### config.mk
export PLATFORM = sky130hd
export DESIGN_NAME = i2c_curr_poller
export DESIGN_NICKNAME = d
export VERILOG_FILES = /design/src/rtl/i2c_curr_poller.sv
export SDC_FILE = /design/constraint.sdc
export NUM_CORES = 1
export LEC_CHECK = 0
export BUFFER_PORTS_ARGS = -buffer_cell sky130_fd_sc_hd__buf_2
export CAP_MARGIN = 5
export CORE_MARGIN = 2
export CORE_UTILIZATION = 50
export DETAILED_ROUTE_END_ITERATION = 6
export PLACE_DENSITY = 0.81
export SYNTH_ARGS = -nofsm -noshare
export SYNTH_HDL_FRONTEND = slang
export SYNTH_SLANG_ARGS = --single-unit
### constraint.sdc
create_clock -name clk -period 2.9 [get_ports clk]
set_input_delay 0.435 -clock clk [delete_from_list [all_inputs] [get_ports clk]]
set_output_delay 0.435 -clock clk [all_outputs]
set_load 0.05 [all_outputs]
### src/rtl/i2c_curr_poller.sv
// ---------------------------------------------------------------------------
// i2c_curr_poller
//   Autonomous sequencer sitting upstream of i2cMaster. On every poll tick it
//   requests the bus mutex, runs a pointer-write + 2-byte-read transaction
//   against a current-sense device, publishes the 16-bit reading and tracks
//   consecutive over-limit samples for a sticky over-current interrupt.
//   NACK/line errors are retried up to RETRY_MAX times before a sticky fault.
//
// Ports
//   clk, rstn            system clock, async active-low reset
//   enable               polling enable (level)
//   limit                unsigned over-current threshold, used in EVAL only
//   ocClr, faultClr      one-cycle clear pulses
//   mWrBuf/mWrLen/
//   mRdLen/mAddr         constant transaction descriptor to i2cMaster
//   mStart               one-cycle start pulse to i2cMaster
//   mBusy, mDone,
//   mErrLine, mErrNack,
//   mRdBuf               i2cMaster status / read data
//   mMutexSta/mMutexGet  bus mutex ownership / request pulse
//   sample, sampleValid  last good reading and its update strobe
//   ocIrq, fault         sticky status flags
//   overrun              pulse when a tick lands on a poll still in progress
// ---------------------------------------------------------------------------
module i2c_curr_poller #(
  parameter int         SYS_CLK_FREQ   = 10_000_000,
  parameter int         POLL_PERIOD_US = 1000,
  parameter logic [6:0] DEV_ADDR       = 7'h40,
  parameter logic [7:0] REG_PTR        = 8'h01,
  parameter int         CONSEC_N       = 2,
  parameter int         RETRY_MAX      = 3,
  parameter int         MUTEX_TMO_CYC  = 4096
) (
  input  logic        clk,
  input  logic        rstn,
  input  logic        enable,
  input  logic [15:0] limit,
  input  logic        ocClr,
  input  logic        faultClr,
  output logic [31:0] mWrBuf,
  output logic [2:0]  mWrLen,
  output logic [2:0]  mRdLen,
  output logic [6:0]  mAddr,
  output logic        mStart,
  input  logic        mBusy,
  input  logic        mDone,
  input  logic        mErrLine,
  input  logic        mErrNack,
  input  logic [31:0] mRdBuf,
  input  logic        mMutexSta,
  output logic        mMutexGet,
  output logic [15:0] sample,
  output logic        sampleValid,
  output logic        ocIrq,
  output logic        fault,
  output logic        overrun
);

  localparam int         POLL_CYC    = SYS_CLK_FREQ / 1_000_000 * POLL_PERIOD_US;
  localparam logic [31:0] TICK_RELOAD = 32'(POLL_CYC - 1);
  localparam logic [31:0] MTX_LAST    = 32'(MUTEX_TMO_CYC - 1);
  localparam logic [3:0]  CONSEC_MAX  = 4'(CONSEC_N);
  localparam logic [7:0]  RETRY_LIM   = 8'(RETRY_MAX);

  localparam logic [2:0] S_IDLE      = 3'd0;
  localparam logic [2:0] S_REQ       = 3'd1;
  localparam logic [2:0] S_WAIT_MTX  = 3'd2;
  localparam logic [2:0] S_START     = 3'd3;
  localparam logic [2:0] S_WAIT_DONE = 3'd4;
  localparam logic [2:0] S_EVAL      = 3'd5;
  localparam logic [2:0] S_ERR       = 3'd6;
  localparam logic [2:0] S_FAULT     = 3'd7;

  logic [2:0]  state_q, state_d;
  logic [31:0] tick_cnt_q, tick_cnt_d;
  logic [31:0] mtx_cnt_q, mtx_cnt_d;
  logic [7:0]  retry_q, retry_d;
  logic [3:0]  consec_q, consec_d;
  logic [15:0] rd_q, rd_d;
  logic [15:0] sample_q, sample_d;
  logic        sample_valid_q, sample_valid_d;
  logic        oc_irq_q, oc_irq_d;
  logic        fault_q, fault_d;
  logic        overrun_q, overrun_d;

  logic        tick;
  logic        over_lim;
  logic [3:0]  consec_nxt;
  logic        oc_set;

  // Upper read bytes are not part of the 2-byte register read.
  logic unused_rd_hi;
  assign unused_rd_hi = ^mRdBuf[31:16];

  assign tick = enable && (tick_cnt_q == 32'd0);

  // Over-limit run length, saturating so a steady over-current keeps
  // re-asserting the set condition without wrapping.
  assign over_lim   = (rd_q >= limit);
  assign consec_nxt = !over_lim ? 4'd0 :
                      (consec_q >= CONSEC_MAX) ? CONSEC_MAX : consec_q + 4'd1;
  assign oc_set     = (consec_nxt == CONSEC_MAX);

  always_comb begin
    state_d        = state_q;
    tick_cnt_d     = tick_cnt_q;
    mtx_cnt_d      = mtx_cnt_q;
    retry_d        = retry_q;
    consec_d       = consec_q;
    rd_d           = rd_q;
    sample_d       = sample_q;
    sample_valid_d = 1'b0;
    oc_irq_d       = oc_irq_q;
    fault_d        = fault_q;
    // Ticks are never queued; a tick outside IDLE is only reported.
    overrun_d      = tick && (state_q != S_IDLE);

    if (!enable)                    tick_cnt_d = TICK_RELOAD;
    else if (tick_cnt_q == 32'd0)   tick_cnt_d = TICK_RELOAD;
    else                            tick_cnt_d = tick_cnt_q - 32'd1;

    if (ocClr) begin
      oc_irq_d = 1'b0;
      consec_d = 4'd0;
    end

    case (state_q)
      S_IDLE: begin
        if (tick && !fault_q) state_d = S_REQ;
      end
      S_REQ: begin
        mtx_cnt_d = 32'd0;
        state_d   = enable ? S_WAIT_MTX : S_IDLE;
      end
      S_WAIT_MTX: begin
        if (!enable) begin
          state_d = S_IDLE;
        end else if (mMutexSta && !mBusy) begin
          state_d = S_START;
        end else if (mtx_cnt_q == MTX_LAST) begin
          fault_d = 1'b1;
          state_d = S_FAULT;
        end else begin
          mtx_cnt_d = mtx_cnt_q + 32'd1;
        end
      end
      // mStart fires this cycle, so the transaction is in flight regardless
      // of enable and must be allowed to complete.
      S_START: state_d = S_WAIT_DONE;
      S_WAIT_DONE: begin
        if (mDone) begin
          // Capture with mDone so EVAL does not depend on mRdBuf holding.
          rd_d    = {mRdBuf[7:0], mRdBuf[15:8]};
          state_d = (mErrLine || mErrNack) ? S_ERR : S_EVAL;
        end
      end
      S_EVAL: begin
        sample_d       = rd_q;
        sample_valid_d = 1'b1;
        retry_d        = 8'd0;
        consec_d       = ocClr ? 4'd0 : consec_nxt;
        // Set beats a coincident clear.
        if (oc_set) oc_irq_d = 1'b1;
        state_d        = S_IDLE;
      end
      S_ERR: begin
        if (!enable) begin
          retry_d = 8'd0;
          state_d = S_IDLE;
        end else if (retry_q < RETRY_LIM) begin
          // Mutex is still held; retry straight from START.
          retry_d = retry_q + 8'd1;
          state_d = S_START;
        end else begin
          fault_d = 1'b1;
          state_d = S_FAULT;
        end
      end
      S_FAULT: begin
        if (faultClr) begin
          fault_d = 1'b0;
          retry_d = 8'd0;
          state_d = S_IDLE;
        end
      end
      default: state_d = S_IDLE;
    endcase
  end

  always_ff @(posedge clk or negedge rstn) begin
    if (!rstn) begin
      state_q        <= S_IDLE;
      tick_cnt_q     <= TICK_RELOAD;
      mtx_cnt_q      <= 32'd0;
      retry_q        <= 8'd0;
      consec_q       <= 4'd0;
      rd_q           <= 16'd0;
      sample_q       <= 16'd0;
      sample_valid_q <= 1'b0;
      oc_irq_q       <= 1'b0;
      fault_q        <= 1'b0;
      overrun_q      <= 1'b0;
    end else begin
      state_q        <= state_d;
      tick_cnt_q     <= tick_cnt_d;
      mtx_cnt_q      <= mtx_cnt_d;
      retry_q        <= retry_d;
      consec_q       <= consec_d;
      rd_q           <= rd_d;
      sample_q       <= sample_d;
      sample_valid_q <= sample_valid_d;
      oc_irq_q       <= oc_irq_d;
      fault_q        <= fault_d;
      overrun_q      <= overrun_d;
    end
  end

  // Request/start pulses decode straight from state so reset kills them
  // asynchronously.
  assign mMutexGet   = (state_q == S_REQ);
  assign mStart      = (state_q == S_START);
  assign mWrBuf      = {24'h0, REG_PTR};
  assign mWrLen      = 3'd1;
  assign mRdLen      = 3'd2;
  assign mAddr       = DEV_ADDR;
  assign sample      = sample_q;
  assign sampleValid = sample_valid_q;
  assign ocIrq       = oc_irq_q;
  assign fault       = fault_q;
  assign overrun     = overrun_q;

endmodule

# Word-level counts from Yosys, hierarchy flattened
# Cells that the tools add are included.
word_totals:
  in_bits: 58
  register_bits: 115
classes:
  n_eq_ne: 20
  reduce_logical: 19
  order_cmp: 3
  muxes: 37
  n_addsub: 4
ops:
  columns: ["operator", "count"]
  rows:
  - ["2-to-1 mux 32 bit", 5]
  - ["one-hot mux 32 bit (2 select lines)", 1]
  - ["adder 32 x 1 -> 32 bit (second input constant)", 1]
  - ["equality test 32 x 12 -> 1 bit (second input constant)", 1]
  - ["zero test 32 bit", 1]
  - ["subtractor 32 x 1 -> 32 bit (second input constant)", 1]
  - ["2-to-1 mux 3 bit", 8]
  - ["2-to-1 mux 8 bit", 3]
  - ["one-hot mux 3 bit (8 select lines)", 1]
  - ["one-hot mux 8 bit (3 select lines)", 1]
  - ["2-to-1 mux 4 bit", 5]
  - ["!= test 2 bit (second input constant)", 9]
  - ["greater-or-equal comparator 16 bit", 1]
  - ["equality test 3 bit (second input constant)", 4]
  - ["2-to-1 mux 1 bit", 10]
  - ["nonzero test 3 bit", 3]
  - ["adder 8 x 1 -> 8 bit (second input constant)", 1]
  - ["less-than comparator 8 x 2 -> 1 bit (second input constant)", 1]
  - ["AND reduction 4 bit", 2]
  - ["AND reduction 7 bit", 1]
  - ["equality test 3 x 2 -> 1 bit (second input constant)", 2]
  - ["adder 4 x 1 -> 4 bit (second input constant)", 1]
  - ["equality test 4 x 2 -> 1 bit (second input constant)", 1]
  - ["greater-or-equal comparator 4 x 2 -> 1 bit (second input constant)", 1]
  - ["12 further kinds", 18]

# Depth between registers and ports, before layout
# Gate-level depths: netlist (run 1).
depth:
  depth_word: 6
  depth_mapped: 8
  depth_no_buf: 8

# Least setup slack after synthesis (run 1)
# OpenSTA, ideal clock, no wires.
synth_path:
  kind: "register to register"
  startpoint: "reg tick_cnt_q[10]"
  endpoint: "reg tick_cnt_q[22]"
  arrival_ns: 2.120
  period_less_slack_ns: 2.240
  setup_slack_ns: 0.660
  n_path_buf: 0
  t_required_ns: 2.781
  stages_incl_launch_ff: 7
  path_cell_list: "dfstp_2 or4_4 or3_4 or4_4 nor3_2 xnor2_1 nor2_2"
synth_via:
  elab_chain_len: 3
  word_cells_on_any_way: 4
synth_rtl:
  columns: ["element", "line", "source"]
  rows:
  - ["from (decl)", "75", "logic [31:0] tick_cnt_q, tick_cnt_d;"]
  - ["from (signal assigned)", "205", "tick_cnt_q <= tick_cnt_d;"]
  - ["subtractor 32 x 1 -> 32 bit / zero test 32 bit (equally long branches)", "120, 119", null]
  - ["2-to-1 mux 32 bit *", "119", "else if (tick_cnt_q == 32'd0) tick_cnt_d = TICK_RELOAD;"]
  - ["2-to-1 mux 32 bit *", "118", "if (!enable) tick_cnt_d = TICK_RELOAD;"]
  - ["via tick_cnt_d[22]", "75", null]
# The timed path passes the listed nets; every way through them passes the cells marked *.
# A chain may end at the register's enable or synchronous reset.

# Worst setup path after layout (run 1)
layout_path:
  startpoint: "reg tick_cnt_q[11]"
  endpoint: "reg tick_cnt_q[5]"
layout_via:
  elab_chain_len: 3
layout_rtl:
  columns: ["element", "line"]
  rows:
  - ["zero test 32 bit", "119"]
  - ["2-to-1 mux 32 bit", "119"]
  - ["2-to-1 mux 32 bit", "118"]
  - ["via tick_cnt_d[5]", "75"]
# The timed path passes the listed nets, and every way through them passes these cells.

==> out/results.txt, run 1 <==
Outcome - complete, no violations
CP Launch Type - register
Hold depth - 2
Nets - 786
Root buf cell - clkbuf_16
CTS max path bufs - 2
Sequential-to-total area share from yosys stat - 47.3%
Reg area - 2890 um2
DRT antenna net count - 0
Worst-case clock skew - 0.00869 ns
Most frequent cells in the layout - dfrtp_1 (107), nand2_1 (86), nor2_1 (65), buf_2 (62), conb_1 (45)
Worst Path Required - 3.17 ns
Mapped Area - 6100 um2
Final-report hold violation count - 0
First-pass GRT wire length - 21900 um
Port Buffers - 63
Syn avg cell area - 9.56 um2
Power Total - 0.00562 W
FF+latch count, synth - 115
Max Cap Violations - 0
Cts repair resizes - 0
GP Congestion - 0.858
Synth Flop Type - dfrtp_1
Wire length per cell - 15.0 um
Worst Hold Class - primary input to register
Via density - 5.38
Reg2Reg Depth - 6
Number of enable flip-flop cells after synthesis - 0
# setup viols final - 0
R2R Setup Slk - 0.39 ns
Asr flop ratio synth - 100%
Ys Warns - 0
Starting Density - 51.0%
Mapped Cells - 638
# DRC - 0
Largest net degree at the start of global routing - 82
# diodes - 0
LEAKAGE - 3.31 nW
Fillcell total - 960
Critical Path AT - 2.78 ns
WL final - 13000 um
Share of layout cells above drive strength 1 - 20.0%
DR iter-0 viols - 223
Clk pin slew, worst setup/hold paths - 0.06 ns
Worst slew pin tran - 0.883 ns
Gr usage total - 20.9%
DP HPWL - 8780 um
First-pass iteration count of the detailed router - 5
CTS sink cnt - 115
Core area - 12000 um2
TritonCTS clock tree - done
Minimum clock period - 2.51 ns
Vias in the first global route - 4716
Die width - 114 um
Via count - 4664
Max frequency - 398 MHz
Latest clock arrival within the worst-skew pair - 0.41 ns
Slew Viols, Final - 0
RSZ-0062 raised after global routing - no
Multi-input gate area in the final layout - 2850 um2
Critical path type - register to register
Pwr/cell area - 800 nW/um2
CTS Buf Count - 17
Crit end category - register
Max Fanout on Critical Path - 22
Total grt overflow - 0
Final TNS setup - 0 ns
Worst vdd ir - 0.415 mV
Slew margin rel. - 41.2%
Commonest non-fill, non-tap cell in the layout - dfrtp_1
Row Count - 40
I/O Pins - 125
Final cycle utilization of the critical path - 86.6%
Initial antenna violation count - 0
Area Growth Syn to Fin - 15.2%
H-tree levels - 4
Die Span Y - 114 um
Die area - 13100 um2
Post-CTS setup buffers - 0
Yosys cell types - 61
per-stage QoR:
step,util (%),setup WS [ns],cells,instance area (um2),hold WS (ns)
CTS,58.8,0.374,867,7030,0.239
global placement,53.6,0.454,834,6410,0.407
floorplan,-,0.660,681,6260,0.139
detailed placement,53.6,0.404,834,6410,0.422
finish,58.8,0.388,867,7030,0.253
global route,58.8,0.194,867,7030,0.253
final timing paths:
kind / start / end
min in group asynchronous: rstn / sample[13]
worst min register to register: tick_cnt_q[0] / tick_cnt_q[0]
worst max-delay path: tick_cnt_q[11] / tick_cnt_q[5]
worst min-delay path: ocClr / consec_q[1]
worst max register to register: tick_cnt_q[11] / tick_cnt_q[5]
max in group asynchronous: rstn / tick_cnt_q[1]
Yosys cell counts, drive strengths merged, types with 2 or more instances:
| library cell | number | share of area (%) |
|---|---|---|
| a21oi | 21 | 1.7 |
| buf | 51 | 6.2 |
| o31ai | 3 | 0.37 |
| dfrtp | 107 | 44 |
| or4 | 3 | 0.49 |
| xor2 | 11 | 1.6 |
| inv | 27 | 1.7 |
| a211oi | 2 | 0.25 |
| nand3 | 20 | 1.6 |
| a41oi | 2 | 0.29 |
| nor4 | 24 | 2.7 |
| nor3 | 24 | 2.3 |
| and3 | 3 | 0.31 |
| or3 | 13 | 1.4 |
| mux2 | 18 | 3.3 |
| nor3b | 3 | 0.45 |
| o21ai | 18 | 1.5 |
| mux2i | 2 | 0.33 |
| a31oi | 2 | 0.21 |
| and2 | 4 | 0.41 |
| xnor2 | 35 | 5.0 |
| nor2 | 67 | 4.2 |
| clkbuf | 12 | 0.74 |
| nor2b | 10 | 1.0 |
| nand4 | 10 | 1.0 |
| conb | 2 | 0.12 |
| o2111ai | 2 | 0.29 |
| nand2b | 5 | 0.51 |
| dfstp | 8 | 3.4 |
| nor4b | 3 | 0.53 |
| or2 | 2 | 0.21 |
| nand2 | 86 | 5.3 |
| ha | 21 | 4.3 |
cell type report:
class / instances / share of cell area (%)
well taps: 147 / 2.62
flip-flops and latches: 115 / 41.1
multi-input cells: 475 / 40.6
clock buffers: 19 / 6.44
inverters: 28 / 1.50
clock inverters: 13 / 2.26
repair buffers: 70 / 5.48
per-layer routing:
layer | GRT usage (%) | share of wire [%] | up-vias
met5 | 0 | 0 | -
met4 | 8.46 | 2.0 | 0
met3 | 4.92 | 3.7 | 22
met2 | 34.9 | 51 | 116
met1 | 26.3 | 43 | 2287
li1 | - | - | 2239
kinds of logic after synthesis:
kind of cell	count (synthesis)	synth area share [%]
AOI/OAI and AO/OA	63	6.42
xor gates and xnor gates	46	6.61
adders and majority gates	21	4.31
buffers and inverters	91	8.62
DFF	115	47.3
muxes	20	3.65
other	2	0.123
and+or+nand+nor	280	22.9
sequential cells by signal, summed over array words and instances (netlist names), 3 cells and up:
| register | cells |
|---|---|
| tick_cnt_q | 32 |
| consec_q | 4 |
| mtx_cnt_q | 32 |
| sample | 16 |
| state_q | 3 |
| rd_q | 16 |
| retry_q | 8 |
what timing repair did:
| item | 4_1_cts | 5_1_grt |
|---|---|---|
| hold buffers | 1 | 0 |
| hold endpoints to repair | 8 | 0 |
| setup endpoints to repair | 0 | 0 |
report_power, final:
| group | internal, W | switching, W | total (W) |
|---|---|---|---|
| combinational | 0.000428 | 0.000993 | 0.00142 |
| sequential | 0.00185 | 0.000211 | 0.00207 |
| clock | 0.00139 | 0.000742 | 0.00213 |
| total | 0.00367 | 0.00195 | 0.00562 |
worst max-delay path, stage by stage, from the launching register on:
cell	delay, ns
dfrtp_1	0.39
or4_4	0.55
nor4_2	0.36
nand4_1	0.21
nor3_2	0.32
or2b_2	0.44
nor2_1	0.12
No activity file was read; power rests on OpenSTA's default activity.
==> run 2, diff against run 1 <==
==> constraint.sdc (replaced) <==
create_clock -name clk -period 3 [get_ports clk]
set_input_delay 0.45 -clock clk [delete_from_list [all_inputs] [get_ports clk]]
set_output_delay 0.45 -clock clk [all_outputs]
set_load 0.05 [all_outputs]
==> run 2 against run 1 <==
  * Wire length fell by 0.49%
  * Hold slack worse by 0.14 ns
  * Die area unchanged
  * Sequential cell count unchanged
  * Maximum frequency fell by 8.7%
  * Global-route usage barely moved
  * Core utilization grew 0.084 points
  * First-iteration DRC count decreased by 6.3%
  * Register-to-register slack got worse by 0.14 ns
  * Count of clock-buffer cells in the layout grew 3
  * Combinational power down 4%
  * Critical path type unchanged
  * Largest cell class unchanged
  * Largest power group unchanged
==> out/results.txt, run 2 (same netlist as run 1, synthesis figures left out) <==
Outcome - complete, no violations
Worst vdd ir - 0.441 mV (+6.3%)
Die area - 13100 um2 (unchanged)
# diodes - 0 (unchanged)
First-pass iteration count of the detailed router - 5 (unchanged)
CTS max path bufs - 2 (unchanged)
I/O Pins - 125 (unchanged)
# DRC - 0 (unchanged)
Critical Path AT - 3.02 ns (+0.24 ns)
CTS Buf Count - 17 (unchanged)
Final cycle utilization of the critical path - 91.7% (+5.1 points)
Starting Density - 51.0% (unchanged)
Area of placed instances - 6400 um2 (about the same)
Critical path type - register to register
Core area - 12000 um2 (unchanged)
Worst slew pin tran - 0.836 ns (-0.0468 ns)
Minimum clock period - 2.75 ns (+0.240 ns)
Slew Viols, Final - 0 (unchanged)
Pwr/cell area - 782 nW/um2 (-2.3%)
Setup crit start - tick_cnt_q[11]
Clock Power Share - 39.0% (+1.0 points)
Clk pin slew, worst setup/hold paths - 0.05 ns (about the same)
Hold_buf cts - 0 (-1)
# setup viols final - 0 (unchanged)
DP HPWL - 8790 um (+0.12%)
Wire length per cell - 14.9 um (-0.49%)
Final TNS setup - 0 ns (unchanged)
Total grt overflow - 0 (unchanged)
Nets - 786 (unchanged)
Via count - 4686 (+0.47%)
Vias in the first global route - 4776 (+1.3%)
CTS sink cnt - 115 (unchanged)
Max Cap Violations - 0 (unchanged)
TritonCTS clock tree - done
Slew margin rel. - 44.3% (+3.1 points)
Cts repair resizes - 0 (unchanged)
Crit end category - register
First-pass GRT wire length - 22000 um (+0.60%)
Die Span Y - 114 um (unchanged)
Fillcell total - 952 (-0.83%)
DR iter-0 viols - 209 (-6.3%)
Via density - 5.40 (+0.47%)
Row Count - 40 (unchanged)
Worst Path Required - 3.27 ns (+0.10 ns)
Design area - 7040 um2 (+0.14%)
Max Fanout on Critical Path - 22 (unchanged)
Critical R2R Launch - tick_cnt_q[11]
GP Congestion - 0.833 (-2.9%)
Net Sw Power - 0.00183 W (-6.1%)
Die width - 114 um (unchanged)
Commonest non-fill, non-tap cell in the layout - dfrtp_1
Worst-case clock skew - 0.00512 ns (-0.00357 ns)
Port Buffers - 63 (unchanged)
Initial antenna violation count - 0 (unchanged)
WL final - 12900 um (-0.49%)
Post-CTS setup buffers - 0 (unchanged)
Max frequency - 363 MHz (-8.7%)
Sequential power share - 36.3% (-0.5 points)
Gr usage total - 20.9% (about the same)
Final-report hold violation count - 0 (unchanged)
Largest net degree at the start of global routing - 60 (-27%)
RSZ-0062 raised after global routing - no
LEAKAGE - 3.33 nW (+0.53%)
Power Total - 0.00550 W (-2.1%)
Most frequent cells in the layout - dfrtp_1 (107), nand2_1 (86), nor2_1 (65), buf_2 (62), conb_1 (45)
Biggest regs - mtx_cnt_q: 32 flops, tick_cnt_q: 32 flops
Internal power - 0.00367 W (about the same)
Switching Fraction - 33.2% (-1.4 points)
H-tree levels - 4 (unchanged)
Fin util - 58.8% (+0.084 points)
DRT antenna net count - 0 (unchanged)
Share of layout cells above drive strength 1 - 20.0% (unchanged)
Root buf cell - clkbuf_16
CP Launch Type - register
Area Growth Syn to Fin - 15.4%
Latest clock arrival within the worst-skew pair - 0.41 ns (about the same)
Power share of the combinational group - 24.7% (-0.6 points)
Worst Hold Class - primary input to asynchronous set/reset pin
## run 2: final timing paths
| kind | to | slack [ns] | cells past startpoint |
|---|---|---|---|
| max in group asynchronous | tick_cnt_q[26] | 2.09 | 2 |
| setup / recovery | tick_cnt_q[14] | 0.25 | 6 |
| hold / removal | sample[12] | 0.12 | 1 |
| hold reg to reg | tick_cnt_q[0] | 0.45 | 1 |
| min in group clk | consec_q[2] | 0.26 | 2 |
| setup reg to reg | tick_cnt_q[14] | 0.25 | 6 |
## run 2: layout make-up
class,count,area [um2],share of cell area (%)
Clock buffer,22,484,6.88
Sequential cell,115,2890,41.0
Clock inverter,10,153,2.17
Multi-Input combinational cell,475,2850,40.6
Tap cell,147,184,2.61
Inverter,28,105,1.49
Timing Repair Buffer,70,370,5.26
## run 2: stage by stage
stage               instances  hold slack (ns)  worst slack, ns
floorplan                 681            0.154            0.760
global placement          835            0.434            0.412
detailed placement        835            0.441            0.338
CTS                       867            0.140            0.255
global route              867            0.185           0.0672
finish                    867            0.116            0.248
## run 2: power groups by stage
| stage | clock network [W] | logic (W) | registers (W) |
|---|---|---|---|
| 6_report | 0.00215 | 0.00136 | 0.00200 |
| 5_1_grt | 0.00224 | 0.00148 | 0.00203 |
| 4_1_cts | 0.00217 | 0.00136 | 0.00200 |
| 3_5_place_dp | 0 | 0.00134 | 0.00202 |
| 3_3_place_gp | 0 | 0.00128 | 0.00200 |
| 2_1_floorplan | 0 | 0.000802 | 0.00224 |
## run 2: layer usage
layer / global-route usage, % / vias to the layer above / part of all wire [%]
li1: - / 2239 / -
met1: 25.8 / 2299 / 42
met2: 36.4 / 127 / 52
met3: 4.61 / 21 / 4.3
met4: 7.15 / 0 / 1.6
met5: 0 / - / 0
## run 2: critical path: stages, from the launching register on
cell,delay [ns]
dfrtp_1,0.39
or4_4,0.56
nor4_2,0.38
nand4_1,0.35
nor3_2,0.37
or2b_2,0.44
nor2_1,0.11
